## src/rtl/i2c_frame_slave_rx.sv

```systemverilog
// Serial frame responder: deserialises address+data frames,
// acknowledges its own address and queues accepted bytes.
module i2c_frame_slave_rx #(
  parameter logic [3:0] MY_ADDR = 4'b0001,
  parameter int         DEPTH   = 4,
  parameter int         CW      = 3
) (
  input  logic          clock,
  input  logic          reset,
  input  logic          bit_en,
  input  logic          sda_in,
  output logic          ack_out,
  input  logic          rd_en,
  output logic [7:0]    rd_data,
  output logic          empty,
  output logic          full,
  output logic [CW-1:0] count,
  output logic          frame_done,
  output logic          frame_err,
  output logic          overflow
);

  localparam int PW = (DEPTH > 1) ? $clog2(DEPTH) : 1;

  typedef enum logic [2:0] {
    IDLE,
    ADDR,
    ACK,
    DATA,
    NACK,
    STOP
  } state_t;

  state_t      state;
  state_t      state_n;
  logic [2:0]  cnt;
  logic [2:0]  cnt_n;
  logic [3:0]  addr_q;
  logic [3:0]  addr_n;
  logic [7:0]  data_q;
  logic [7:0]  data_n;
  logic        match;
  logic        match_n;
  logic        stop_good;
  logic        stop_bad;

  logic [7:0]    mem [DEPTH];
  logic [PW-1:0] wr_ptr;
  logic [PW-1:0] rd_ptr;
  logic          push;
  logic          pop;
  logic          drop;

  // Frame sequencer: advances one field bit per strobe.
  always_comb begin
    state_n   = state;
    cnt_n     = cnt;
    addr_n    = addr_q;
    data_n    = data_q;
    match_n   = match;
    stop_good = 1'b0;
    stop_bad  = 1'b0;
    if (bit_en) begin
      unique case (state)
        IDLE: begin
          if (sda_in) begin
            state_n = ADDR;
            cnt_n   = 3'd0;
          end
        end
        ADDR: begin
          addr_n[cnt[1:0]] = sda_in;
          cnt_n = cnt + 3'd1;
          if (cnt == 3'd3) begin
            state_n = ACK;
            match_n = ({sda_in, addr_q[2:0]} == MY_ADDR);
          end
        end
        ACK: begin
          state_n = DATA;
          cnt_n   = 3'd0;
        end
        DATA: begin
          data_n[cnt] = sda_in;
          cnt_n = cnt + 3'd1;
          if (cnt == 3'd7) begin
            state_n = NACK;
          end
        end
        NACK: begin
          state_n = sda_in ? STOP : IDLE;
        end
        STOP: begin
          state_n   = IDLE;
          stop_good = sda_in;
          stop_bad  = ~sda_in;
        end
        default: begin
          state_n = IDLE;
        end
      endcase
    end
  end

  // Sequencer and shift registers.
  always_ff @(posedge clock) begin
    if (reset) begin
      state  <= IDLE;
      cnt    <= 3'd0;
      addr_q <= 4'd0;
      data_q <= 8'd0;
      match  <= 1'b0;
    end else begin
      state  <= state_n;
      cnt    <= cnt_n;
      addr_q <= addr_n;
      data_q <= data_n;
      match  <= match_n;
    end
  end

  assign ack_out = (state == ACK) && match;

  assign empty = (count == '0);
  assign full  = (count == CW'(DEPTH));
  assign pop   = rd_en && !empty;

  // A pop in the same cycle frees the slot the push needs.
  assign push = stop_good && match && (!full || pop);
  assign drop = stop_good && match && full && !pop;

  assign rd_data = empty ? 8'h00 : mem[rd_ptr];

  // Byte storage; stale entries are unreachable after reset.
  always_ff @(posedge clock) begin
    if (!reset && push) begin
      mem[wr_ptr] <= data_q;
    end
  end

  // Queue pointers and occupancy.
  always_ff @(posedge clock) begin
    if (reset) begin
      wr_ptr <= '0;
      rd_ptr <= '0;
      count  <= '0;
    end else begin
      if (push) begin
        wr_ptr <= wr_ptr + PW'(1);
      end
      if (pop) begin
        rd_ptr <= rd_ptr + PW'(1);
      end
      unique case ({push, pop})
        2'b10:   count <= count + CW'(1);
        2'b01:   count <= count - CW'(1);
        default: count <= count;
      endcase
    end
  end

  // Frame outcome pulses, one cycle after the deciding bit.
  always_ff @(posedge clock) begin
    if (reset) begin
      frame_done <= 1'b0;
      frame_err  <= 1'b0;
      overflow   <= 1'b0;
    end else begin
      frame_done <= push;
      frame_err  <= stop_bad;
      overflow   <= drop;
    end
  end

endmodule

```

## config.mk

```make
export PLATFORM = sky130hd
export DESIGN_NAME = i2c_frame_slave_rx
export DESIGN_NICKNAME = d
export VERILOG_FILES = /design/src/rtl/i2c_frame_slave_rx.sv
export SDC_FILE = /design/constraint.sdc
export NUM_CORES = 1
export LEC_CHECK = 0
export CORE_ASPECT_RATIO = 1.4
export CORE_MARGIN = 1.5
export CORE_UTILIZATION = 40
export DETAILED_ROUTE_END_ITERATION = 16
export GPL_ROUTABILITY_DRIVEN = 1
export HOLD_SLACK_MARGIN = 0.02
export SLEW_MARGIN = 10
export SYNTH_ARGS = -nofsm -noshare
export SYNTH_HDL_FRONTEND = slang
export SYNTH_SLANG_ARGS = --single-unit
```

## constraint.sdc

```tcl
create_clock -name clock -period 1.8 [get_ports clock]
set_input_delay 0.36 -clock clock [delete_from_list [all_inputs] [get_ports clock]]
set_output_delay 0.36 -clock clock [all_outputs]
set_load 0.01 [all_outputs]
```

# == Word level (Yosys, flattened, before mapping) ==
# Memory sizes are Yosys's and may differ from the RTL's. A register that Yosys moved wholly into a read port is not among the register bits.
# Cells that the tools add are included.
# word_totals
memories,1
word_cells,84
reg_bits,29
latchBits,0
in_bits,5
ram_bits,32
romBits,0
# memory_table
memory,depth,word_bits,rd,rd_clocked_by_memory_dff,write_ports,line_no,source
mem,4,8,1,1,1,47,logic [7:0] mem [DEPTH];
# classes
add_sub_neg,5
div_mod_pow,0
n_shift,0
n_eq_ne,14
mux,21
magnitude_cmp,4
mul,0
n_reduce_logical,25
bitwise_logic,3
# ops
cell,n
3-bit 2-to-1 mux,5
3-bit case mux with 5 select lines,1
"3-bit equality test, second input constant",4
"3-bit by 2-bit equality test with 1-bit output, second input constant",3
1-bit logical AND,9
3-bit case mux with 3 select lines,1
8-bit bitwise mux,1
8-bit 2-to-1 mux,1
"3-bit by 1-bit adder with 3-bit output, second input constant",2
3-bit zero test,2
1-bit 2-to-1 mux,6
"2-bit inequality test, second input constant",3
3-bit case mux with 2 select lines,1
3-bit AND reduction,2
"2-bit by 1-bit adder with 2-bit output, second input constant",2
4-bit bitwise mux,1
"4-bit by 1-bit equality test with 1-bit output, second input constant",1
1-bit zero test,4
"3-bit by 4-bit < comparator with 1-bit output, second input constant",1
2-bit 2-to-1 mux,2
2-bit AND reduction,2
4-bit AND reduction,1
1-bit demux with 3-bit select,1
"3-bit by 1-bit equality test with 1-bit output, second input constant",1
other kinds (13),15

# == Longest topological paths before layout ==
# Gate-level depths: netlist of the first run.
# logic_depth
word_depth,8
mapped_depth,7
mapped_depth_nobuf,7

# == Worst setup path after synthesis of the first run ==
# No wires, ideal clock.
# synth_path
path_kind,reg-to-reg
start,reg count[0]
end,reg count[2]
stages_incl_launch_ff,8
setup_ns,0.067
synth_period_minus_slack_ns,1.920
arrival_time_ns,1.853
setup_slack_ns,-0.120
n_path_buf,0
path_cell_list,dfxtp_1 > o31ai_4 > a31oi_2 > fa_1 > nand2b_1 > a311oi_1 > o21ai_1 > a21oi_2
# synth_via
elab_chain_len,7
elab_cells_between_ends,13
# synth_lines
item,line_no,source
"start, declared",17,"output logic [CW-1:0] count,"
"start signal, assigned",155,2'b10: count <= count + CW'(1);
"start signal, assigned",156,2'b01: count <= count - CW'(1);
"start signal, assigned",157,default: count <= count;
3-bit zero test,124,assign empty = (count == '0);
1-bit zero test,126,assign pop = rd_en && !empty;
1-bit logical AND,126,
1-bit logical OR,129,assign push = stop_good && match && (!full || pop);
1-bit logical AND,129,
2-bit by 1-bit equality test with 1-bit output or 2-bit equality test (tied branches),154,"unique case ({push, pop})"
3-bit case mux with 2 select lines or 2-bit nonzero test (tied branches),n/a,
# Several ways; a longest one is shown, not always the timed one.
# A chain may end at the register's enable or synchronous reset.

==> results of run 1 <==
-- state kept, by name (all words and copies together) (netlist names), 2 cells and up, named ones only --
register	flops
mem	32
data_q	8
addr_q	3
cnt	3
count	3
state	3
rd_ptr	2
wr_ptr	2
-- worst max-delay path, delay by kind of cell (launching register included) --
family / cells / cell delay [ns]
buffers and inverters: 2 / 0.26
flip-flops: 1 / 0.34
multiplexers: 1 / 0.48
AND/OR/NAND/NOR: 1 / 0.16
-- power by group through the flow --
stage | clock (mW) | sequential (mW) | combinational (mW)
floorplan | 0 | 1.52 | 0.0863
global placement | 0 | 1.52 | 0.179
detailed placement | 0 | 1.52 | 0.182
CTS | 1.15 | 1.49 | 0.181
global route | 1.21 | 1.49 | 0.208
finish | 1.11 | 1.49 | 0.190
-- cell families after synthesis --
logic type	after synthesis	share of synthesized area, %
flops	62	55.86
buf+inv	22	3.402
xor+xnor	2	0.6268
fa+ha+maj	11	5.193
compound gates	28	7.386
mux	20	10.97
simple gates	79	16.56
-- layout by cell type, fill, tap and decap left out, drive strengths merged, types with 4 or more instances in the layout --
cell,Yosys,layout
nor4,5,5
ha,10,10
nand4,5,5
and2,4,4
clkbuf,3,12
nor2,18,18
mux2i,10,10
inv,10,10
nor3,4,4
mux4,8,8
o21ai,6,6
clkdlybuf4s50,0,7
nor2b,7,7
a21oi,12,12
edfxtp,32,32
buf,9,45
dfxtp,30,30
nand2,13,13
nand3,6,6
-- synth_stat cells (all sizes together) (5+ instances only) --
cell | number | area share (%)
edfxtp | 32 | 34
dfxtp | 30 | 21
nor2 | 18 | 2.4
nand2 | 13 | 1.7
a21oi | 12 | 2.3
ha | 10 | 4.5
inv | 10 | 1.3
mux2i | 10 | 3.6
buf | 9 | 1.7
mux4 | 8 | 6.4
nor2b | 7 | 1.6
nand3 | 6 | 1.1
o21ai | 6 | 1.1
nand4 | 5 | 1.1
nor4 | 5 | 1.1
-- worst paths after layout --
check	cells after the start	endpoint
min	2	addr_q[0]
max reg2reg	7	count[2]
min reg2reg	2	addr_q[0]
max	4	rd_data[4]
-- cell type report --
| class | count | area [sq um] |
|---|---|---|
| clock inverter | 5 | 51.30 |
| tap | 92 | 115.1 |
| inverter | 10 | 37.54 |
| sequential | 62 | 1572 |
| fill | 577 | 2997 |
| clock buffer | 10 | 127.6 |
| timing repair buffer | 58 | 494.2 |
| multi-input combinational | 140 | 1262 |
-- layer usage --
layer,track usage [%],vias up,part of all wire [%]
met3,3.550,7,2.9
met5,0,-,0
li1,-,936,-
met2,28.34,28,54
met1,16.69,900,42
met4,7.407,0,1.7
-- timing repair --
action | 4_1_cts | 5_1_grt
resized for setup | 49 | 19
gates cloned | 0 | 0
setup buffers | 3 | 2
pin swaps | 7 | 9
setup endpoints to repair | 44 | 44
==> flow_metrics.env, run 1 <==
export IMPL_yosys_warnings=0
export IMPL_clock_skew_ns=0.007565
export IMPL_syn_num_nets=240
export IMPL_power_clock_fraction_pct=39.9
export IMPL_worstPathCellList="buf_12, mux4_2, and2b_1, buf_2"
export IMPL_placed_cells=360
export IMPL_gp_congestion=0.7793
export IMPL_ys_ff_latch=62
export IMPL_p_leak_nw=1.280
export IMPL_hold_buffers=0
export IMPL_placed_area_sq_um=3417
export IMPL_fin_area_sq_um=3660
export IMPL_power_frac_seq_pct=53.2
export IMPL_setup_tns_ns=-0.8831
export IMPL_tightest_slew_ns=0.4075
export IMPL_critPathMaxStageDelay_ns=0.48
export IMPL_die_h_um=101.9
export IMPL_async_flop_share_pct=0
export IMPL_grt_pass1_vias=1864
export IMPL_grt_first_pass_wirelength_um=8680
export IMPL_synthFlopType="edfxtp_1"
export IMPL_die_w_um=73.65
export IMPL_viasPerCell=4.963
export IMPL_clkTransAtPathRegs_ns=0.06
export IMPL_drt_wl_total_um=5280
export IMPL_hold_viol=0
export IMPL_slew_limit_headroom_pct=72.76
export IMPL_cts_num_sinks=62
export IMPL_p_int_mw=2.194
export IMPL_syn_instance_count=224
export IMPL_synth_edff_count=32
export IMPL_grt_antenna_before_repair=0
export IMPL_initial_utilization_pct=41.99
export IMPL_io_buffers=21
export IMPL_grt_max_degree=31
export IMPL_routedWlPerCell_um=14.01
export IMPL_rrSetupSlack_ns=0.01
export IMPL_nets=297
export IMPL_max_freq_ghz=0.5184
export IMPL_fin_hold_ws_ns=0.4562
export IMPL_slowest_stage="mux4_2"
export IMPL_power_density_nw_per_um2=762.7
export IMPL_cts_tree="done"
export IMPL_final_cells=377
export IMPL_cp_start_kind="flip-flop"
export IMPL_postSynthAreaPerCell_sq_um=12.48
export IMPL_crit_required_ns=1.44
export IMPL_synth_distinct_cells=48
export IMPL_firstDrtPassIters=4
export IMPL_arrival_ns=1.57
export IMPL_vdd_drop_max_v=0.0004212
export IMPL_power_switching_uw=597.6
export IMPL_finalWorstSetupSlack_ns=-0.1289
export IMPL_power_mw=2.791
export IMPL_dpl_worst_slack_ns=-0.4960
export IMPL_area_growth_pct=30.93
export IMPL_pwr_share_comb_pct=6.8
export IMPL_maxCapViolCount=0
export IMPL_num_vias=1871
export IMPL_hold_start="addr_q[0]"
export IMPL_cts_buffer_depth=2
export IMPL_fin_crit_sh_pct=107.2
export IMPL_syn_area_sq_um=2795
export IMPL_rsz0062_at_grt="yes"
export IMPL_clk_latency_ns=0.32
export IMPL_overflow=0
export IMPL_fin_util_pct=54.98
export IMPL_drtIter0Drc=71
export IMPL_row_count=35
export IMPL_core_area_sq_um=6656
export IMPL_grt_use_total_pct=15.57
export IMPL_drive_above_1_share_pct=35.09
export IMPL_min_path_type="flip-flop to flip-flop"
export IMPL_fin_crit_ns=1.929
export IMPL_die_area_sq_um=7506
export IMPL_io_pins=22
export IMPL_outcome="finished with violations"
export IMPL_rr_startpoint="state[1]"
export IMPL_crit_path_end_kind="output port"
export IMPL_drcViolationCount=0
export IMPL_swShare_pct=21.41
export IMPL_setup_viol=8
export IMPL_drv_slew=0
export IMPL_n_antenna_cell=0
export IMPL_path_class="flip-flop to output port"
export IMPL_cts_root_buf="clkbuf_8"
export IMPL_seq_area_frac_synth_pct=55.86
export IMPL_hpwl_um=3767
export IMPL_worstPathMaxFanout=8
export IMPL_htree_levels=3
export IMPL_antenna_left=0
export IMPL_cts_buffers=9
export IMPL_violations="negative setup slack"
Note: power is estimated with default switching activity, not from simulation.
==> inputs of run 2 (changes only) <==
--- a/config.mk
+++ b/config.mk
@@ -10,7 +10,10 @@
 export CORE_UTILIZATION = 40
 export DETAILED_ROUTE_END_ITERATION = 16
 export GPL_ROUTABILITY_DRIVEN = 1
+export GPL_TIMING_DRIVEN = 0
 export HOLD_SLACK_MARGIN = 0.02
+export PLACE_DENSITY = 0.71
+export SETUP_SLACK_MARGIN = 0.4
 export SLEW_MARGIN = 10
 export SYNTH_ARGS = -nofsm -noshare
 export SYNTH_HDL_FRONTEND = slang
==> run 2 against run 1 <==
Effect of this change: the flow still finishes with violations (negative setup slack); final cell count is 4.8% higher; largest cell class unchanged; wire length is 23% higher; power is 0.47% lower; largest power group unchanged; combinational power is 27% higher; sequential power hardly changed; global-route usage is 0.80 points higher; via count is 11% higher; worst setup slack worse by 0.024 ns.
==> flow_metrics.env, run 2 (synthesis gave the netlist of run 1 again) <==
export IMPL_die_h_um=101.9
export IMPL_drive_above_1_share_pct=52.15
export IMPL_slowest_stage="mux4_2"
export IMPL_min_path_type="primary input to flip-flop"
export IMPL_cts_tree="done"
export IMPL_cp_start_kind="flip-flop"
export IMPL_grt_use_total_pct=16.37
export IMPL_n_antenna_cell=0
export IMPL_viasPerCell=5.246
export IMPL_grt_first_pass_wirelength_um=9211
export IMPL_arrival_ns=1.59
export IMPL_tightest_slew_ns=0.3812
export IMPL_crit_required_ns=1.44
export IMPL_path_class="flip-flop to output port"
export IMPL_num_vias=2072
export IMPL_power_mw=2.778
export IMPL_maxCapViolCount=0
export IMPL_hpwl_um=3504
export IMPL_hold_buffers=0
export IMPL_final_common_cell="edfxtp_1"
export IMPL_grt_antenna_before_repair=0
export IMPL_routedWlPerCell_um=16.38
export IMPL_clk_latency_ns=0.34
export IMPL_top_regs="mem x32, data_q x8"
export IMPL_drcViolationCount=0
export IMPL_clock_skew_ns=0.009306
export IMPL_htree_levels=3
export IMPL_crit_path_end_kind="output port"
export IMPL_grt_pass1_vias=1908
export IMPL_setup_viol=9
export IMPL_cts_buffer_depth=2
export IMPL_cts_root_buf="clkbuf_8"
export IMPL_critPathMaxStageDelay_ns=0.49
export IMPL_clkTransAtPathRegs_ns=0.07
export IMPL_core_area_sq_um=6656
export IMPL_area_growth_pct=46.24
export IMPL_layout_common_cells="edfxtp_1, buf_6, buf_4, dfxtp_1, nor2_1"
export IMPL_finalWorstSetupSlack_ns=-0.1526
export IMPL_antenna_left=0
export IMPL_slew_limit_headroom_pct=74.23
export IMPL_largest_reg_flops=32
export IMPL_cts_buffers=9
export IMPL_nets=314
export IMPL_io_pins=22
export IMPL_worstPathMaxFanout=8
export IMPL_row_count=35
export IMPL_overflow=0
export IMPL_power_density_nw_per_um2=679.6
export IMPL_fin_area_sq_um=4088
export IMPL_die_w_um=73.65
export IMPL_p_leak_nw=1.439
export IMPL_max_freq_ghz=0.5121
export IMPL_fin_crit_ns=1.953
export IMPL_initial_utilization_pct=41.99
export IMPL_vdd_drop_max_v=0.0003189
export IMPL_io_buffers=21
export IMPL_drt_wl_total_um=6470
export IMPL_fin_hold_ws_ns=0.3904
export IMPL_outcome="finished with violations"
export IMPL_cts_num_sinks=62
export IMPL_hold_viol=0
export IMPL_fin_crit_sh_pct=108.5
export IMPL_die_area_sq_um=7506
export IMPL_worstPathCellList="buf_12, mux4_2, and2b_1, buf_2"
export IMPL_rsz0062_at_grt="yes"
export IMPL_placed_area_sq_um=3176
export IMPL_setup_tns_ns=-1.093
export IMPL_regMostFlops="mem"
export IMPL_firstDrtPassIters=4
export IMPL_violations="negative setup slack"
export IMPL_drtIter0Drc=112
export IMPL_grt_max_degree=12
export IMPL_drv_slew=0
export IMPL_gp_congestion=0.8056
-- run 2: cell count changes in the layout (fill, tap and decap cells not counted), sizes merged --
cell	previous run	this run
clkdlybuf4s15	0	3
clkdlybuf4s50	7	1
clkbuf	12	16
buf	45	62
bufinv	1	0
clkinv	3	4
inv	10	9
clkinvlp	1	2
-- run 2: critical path: cells and delay by family, from the launching register on --
kind                   cells  cell delay (ns)
flip-flops                 1             0.34
multiplexers               1             0.49
AND/OR/NAND/NOR            1             0.16
buffers and inverters      2             0.27
-- run 2: cell type report --
class                   instances  area (sq um)
fillers                       510          2569
flip-flops and latches         62          1592
multi-input cells             140          1496
repair buffers                 63         564.3
clock buffers                  11         141.4
well taps                      92         115.1
plain buffers                  12         111.4
inverters                      10         41.29
clock inverters                 5         26.28
-- run 2: path summary, 6_finish.rpt --
kind	from	end	slack (ns)	depth (start not counted)
worst max-delay path	flip-flop	rd_data[4]	-0.15	4
worst min-delay path	rd_en	overflow	0.39	2
worst max register to register	count[2]	count[2]	-0.05	7
worst min register to register	addr_q[1]	addr_q[1]	0.47	2
-- run 2: stage by stage --
stage	worst slack (ns)	std cells	util, %
after floorplan	0.05200	224	-
after global placement	-0.6781	337	47.71
after detailed placement	-0.6964	337	47.71
after CTS	-0.1723	380	55.98
after global routing	-0.2153	395	61.41
final	-0.1526	395	61.41
-- run 2: report_power, final --
part / leakage (nW) / total, mW / internal [mW] / switching (mW)
registers: 0.469 / 1.48 / 1.47 / 0.0108
logic: 0.883 / 0.241 / 0.118 / 0.122
clock network: 0.0865 / 1.06 / 0.525 / 0.531
total: 1.44 / 2.78 / 2.11 / 0.664
-- run 2: what timing repair did --
action	4_1_cts	5_1_grt
pin swaps	32	36
setup endpoints to repair	79	71
buffers inserted	27	15
gates resized for setup	124	57
-- run 2: per-layer routing --
layer	wire length, um	share of wire, %	GRT usage, %
met5	0	0	0
met4	186	2.9	8.547
met2	3398	53	27.72
met1	2692	42	18.57
met3	193	3.0	4.536
==> inputs of run 3 (changes only) <==
--- a/config.mk
+++ b/config.mk
@@ -6,7 +6,7 @@
 export NUM_CORES = 1
 export LEC_CHECK = 0
 export CORE_ASPECT_RATIO = 1.4
-export CORE_MARGIN = 1.5
+export CORE_MARGIN = 3
 export CORE_UTILIZATION = 40
 export DETAILED_ROUTE_END_ITERATION = 16
 export GPL_ROUTABILITY_DRIVEN = 1
==> run 3 against run 2 <==
Effect of this change: the run still ends with negative setup slack left; sequential share of layout area grew 0.28 points; sequential power is essentially flat; sequential cell count is the same; power grew 6.0%; worst setup slack gained 0.0099 ns; global-route usage shrank 0.96 points; hold slack gained 0.022 ns.
==> flow_metrics.env, run 3 (synthesis gave the netlist of run 1 again) <==
export IMPL_fin_crit_sh_pct=107.9
export IMPL_drv_slew=0
export IMPL_vdd_drop_max_v=0.0003728
export IMPL_routedWlPerCell_um=15.44
export IMPL_finalWorstSetupSlack_ns=-0.1427
export IMPL_crit_required_ns=1.44
export IMPL_fin_crit_ns=1.943
export IMPL_final_cells=396
export IMPL_cts_buffer_depth=2
export IMPL_cts_num_sinks=62
export IMPL_p_int_mw=2.299
export IMPL_nets=315
export IMPL_num_vias=2029
export IMPL_core_area_sq_um=6700
export IMPL_htree_levels=3
export IMPL_clkTransAtPathRegs_ns=0.07
export IMPL_largest_reg_flops=32
export IMPL_firstDrtPassIters=4
export IMPL_drtIter0Drc=97
export IMPL_grt_pass1_vias=2019
export IMPL_worstPathMaxFanout=8
export IMPL_fin_area_sq_um=4055
export IMPL_critPathMaxStageDelay_ns=0.49
export IMPL_die_h_um=104.9
export IMPL_path_class="flip-flop to output port"
export IMPL_pwr_share_comb_pct=7.9
export IMPL_crit_path_end_kind="output port"
export IMPL_power_density_nw_per_um2=726.4
export IMPL_grt_max_degree=12
export IMPL_cts_buffers=9
export IMPL_setup_tns_ns=-1.036
export IMPL_cts_root_buf="clkbuf_8"
export IMPL_antenna_left=0
export IMPL_grt_first_pass_wirelength_um=9791
export IMPL_clk_latency_ns=0.33
export IMPL_power_frac_seq_pct=50.3
export IMPL_initial_utilization_pct=41.72
export IMPL_die_w_um=76.65
export IMPL_hpwl_um=3657
export IMPL_tightest_slew_ns=0.4285
export IMPL_grt_antenna_before_repair=0
export IMPL_slowest_stage="mux4_2"
export IMPL_drcViolationCount=0
export IMPL_min_path_type="primary input to flip-flop"
export IMPL_gp_congestion=0.7359
export IMPL_fillerInstances=507
export IMPL_max_freq_ghz=0.5147
export IMPL_drt_wl_total_um=6115
export IMPL_io_pins=22
export IMPL_n_antenna_cell=0
export IMPL_area_growth_pct=45.08
export IMPL_overflow=0
export IMPL_regMostFlops="mem"
export IMPL_hold_buffers=0
export IMPL_rsz0062_at_grt="yes"
export IMPL_placed_cells=337
export IMPL_setup_viol=9
export IMPL_maxCapViolCount=0
export IMPL_io_buffers=21
export IMPL_p_leak_nw=1.426
export IMPL_row_count=35
export IMPL_hold_viol=0
export IMPL_power_clock_fraction_pct=41.8
export IMPL_worstPathCellList="buf_12, mux4_2, and2b_1, buf_2"
export IMPL_slew_limit_headroom_pct=71.43
export IMPL_power_switching_uw=646.8
export IMPL_viasPerCell=5.124
export IMPL_drive_above_1_share_pct=48.36
export IMPL_top_regs="mem x32, data_q x8"
export IMPL_swShare_pct=21.96
export IMPL_grt_use_total_pct=15.41
export IMPL_violations="negative setup slack"
export IMPL_arrival_ns=1.58
export IMPL_die_area_sq_um=8041
export IMPL_power_mw=2.946
export IMPL_cts_tree="done"
export IMPL_cp_start_kind="flip-flop"
export IMPL_clock_skew_ns=0.006852
export IMPL_layout_common_cells="buf_4, edfxtp_1, dfxtp_1, buf_6, nor2_1"
export IMPL_outcome="finished with violations"
export IMPL_placed_area_sq_um=3176
run 3: changes by cell type in the layout (fill, tap and decap cells not counted), sizes merged:
cell,change
buf,+2
clkdlybuf4s15,-1
dlymetal6s2s,-1
dlygate4sd2,+1
bufinv,+1
clkinv,-2
clkbuf,+1
run 3: final timing paths:
| path | start | end | slack [ns] | depth (start not counted) |
|---|---|---|---|---|
| setup reg to reg | count[0] | count[2] | -0.07 | 8 |
| hold / removal | rd_en | overflow | 0.41 | 2 |
| hold reg to reg | addr_q[0] | addr_q[0] | 0.46 | 2 |
| setup / recovery | flip-flop | rd_data[4] | -0.14 | 4 |
run 3: what timing repair did:
item	4_1_cts	5_1_grt
endpoints found under the setup margin	79	71
setup buffers	24	19
pin swaps	18	23
gates resized for setup	118	43
run 3: final cells by class:
| class | count | area [sq um] | share of cell area, % |
|---|---|---|---|
| plain buffers | 12 | 112.6 | 2.777 |
| clock buffers | 12 | 155.1 | 3.826 |
| clock inverters | 4 | 46.29 | 1.142 |
| inverters | 10 | 41.29 | 1.018 |
| multi-input cells | 140 | 1446 | 35.67 |
| flip-flops and latches | 62 | 1590 | 39.22 |
| well taps | 92 | 115.1 | 2.839 |
| repair buffers | 64 | 548.0 | 13.51 |
run 3: critical path: cells and delay by family (launching register included):
family	cells	cell delay, ns
buf+inv	2	0.26
flops	1	0.34
mux	1	0.49
simple gates	1	0.16
run 3: stage by stage:
step	worst slack [ns]	hold slack (ns)	utilization, %
floorplan	0.05200	0.4316	-
global placement	-0.6852	0.4433	47.39
detailed placement	-0.6767	0.4471	47.39
CTS	-0.1759	0.4562	55.99
global route	-0.2244	0.4214	60.52
finish	-0.1427	0.4128	60.52
run 3: power by group through the flow:
| stage | Combinational (mW) | Clock [mW] | Sequential, mW |
|---|---|---|---|
| after floorplan | 0.0917 | 0 | 1.52 |
| after global placement | 0.155 | 0 | 1.52 |
| after detailed placement | 0.158 | 0 | 1.52 |
| after CTS | 0.191 | 1.24 | 1.48 |
| after global routing | 0.251 | 1.30 | 1.48 |
| final | 0.233 | 1.23 | 1.48 |
run 3: metal layers:
layer | up-vias | routed length, um | global-route usage, %
met5 | - | 0 | 0
met4 | 0 | 96 | 7.124
met3 | 8 | 186 | 3.621
met2 | 35 | 3358 | 27.55
met1 | 1007 | 2474 | 17.14
li1 | 979 | - | -
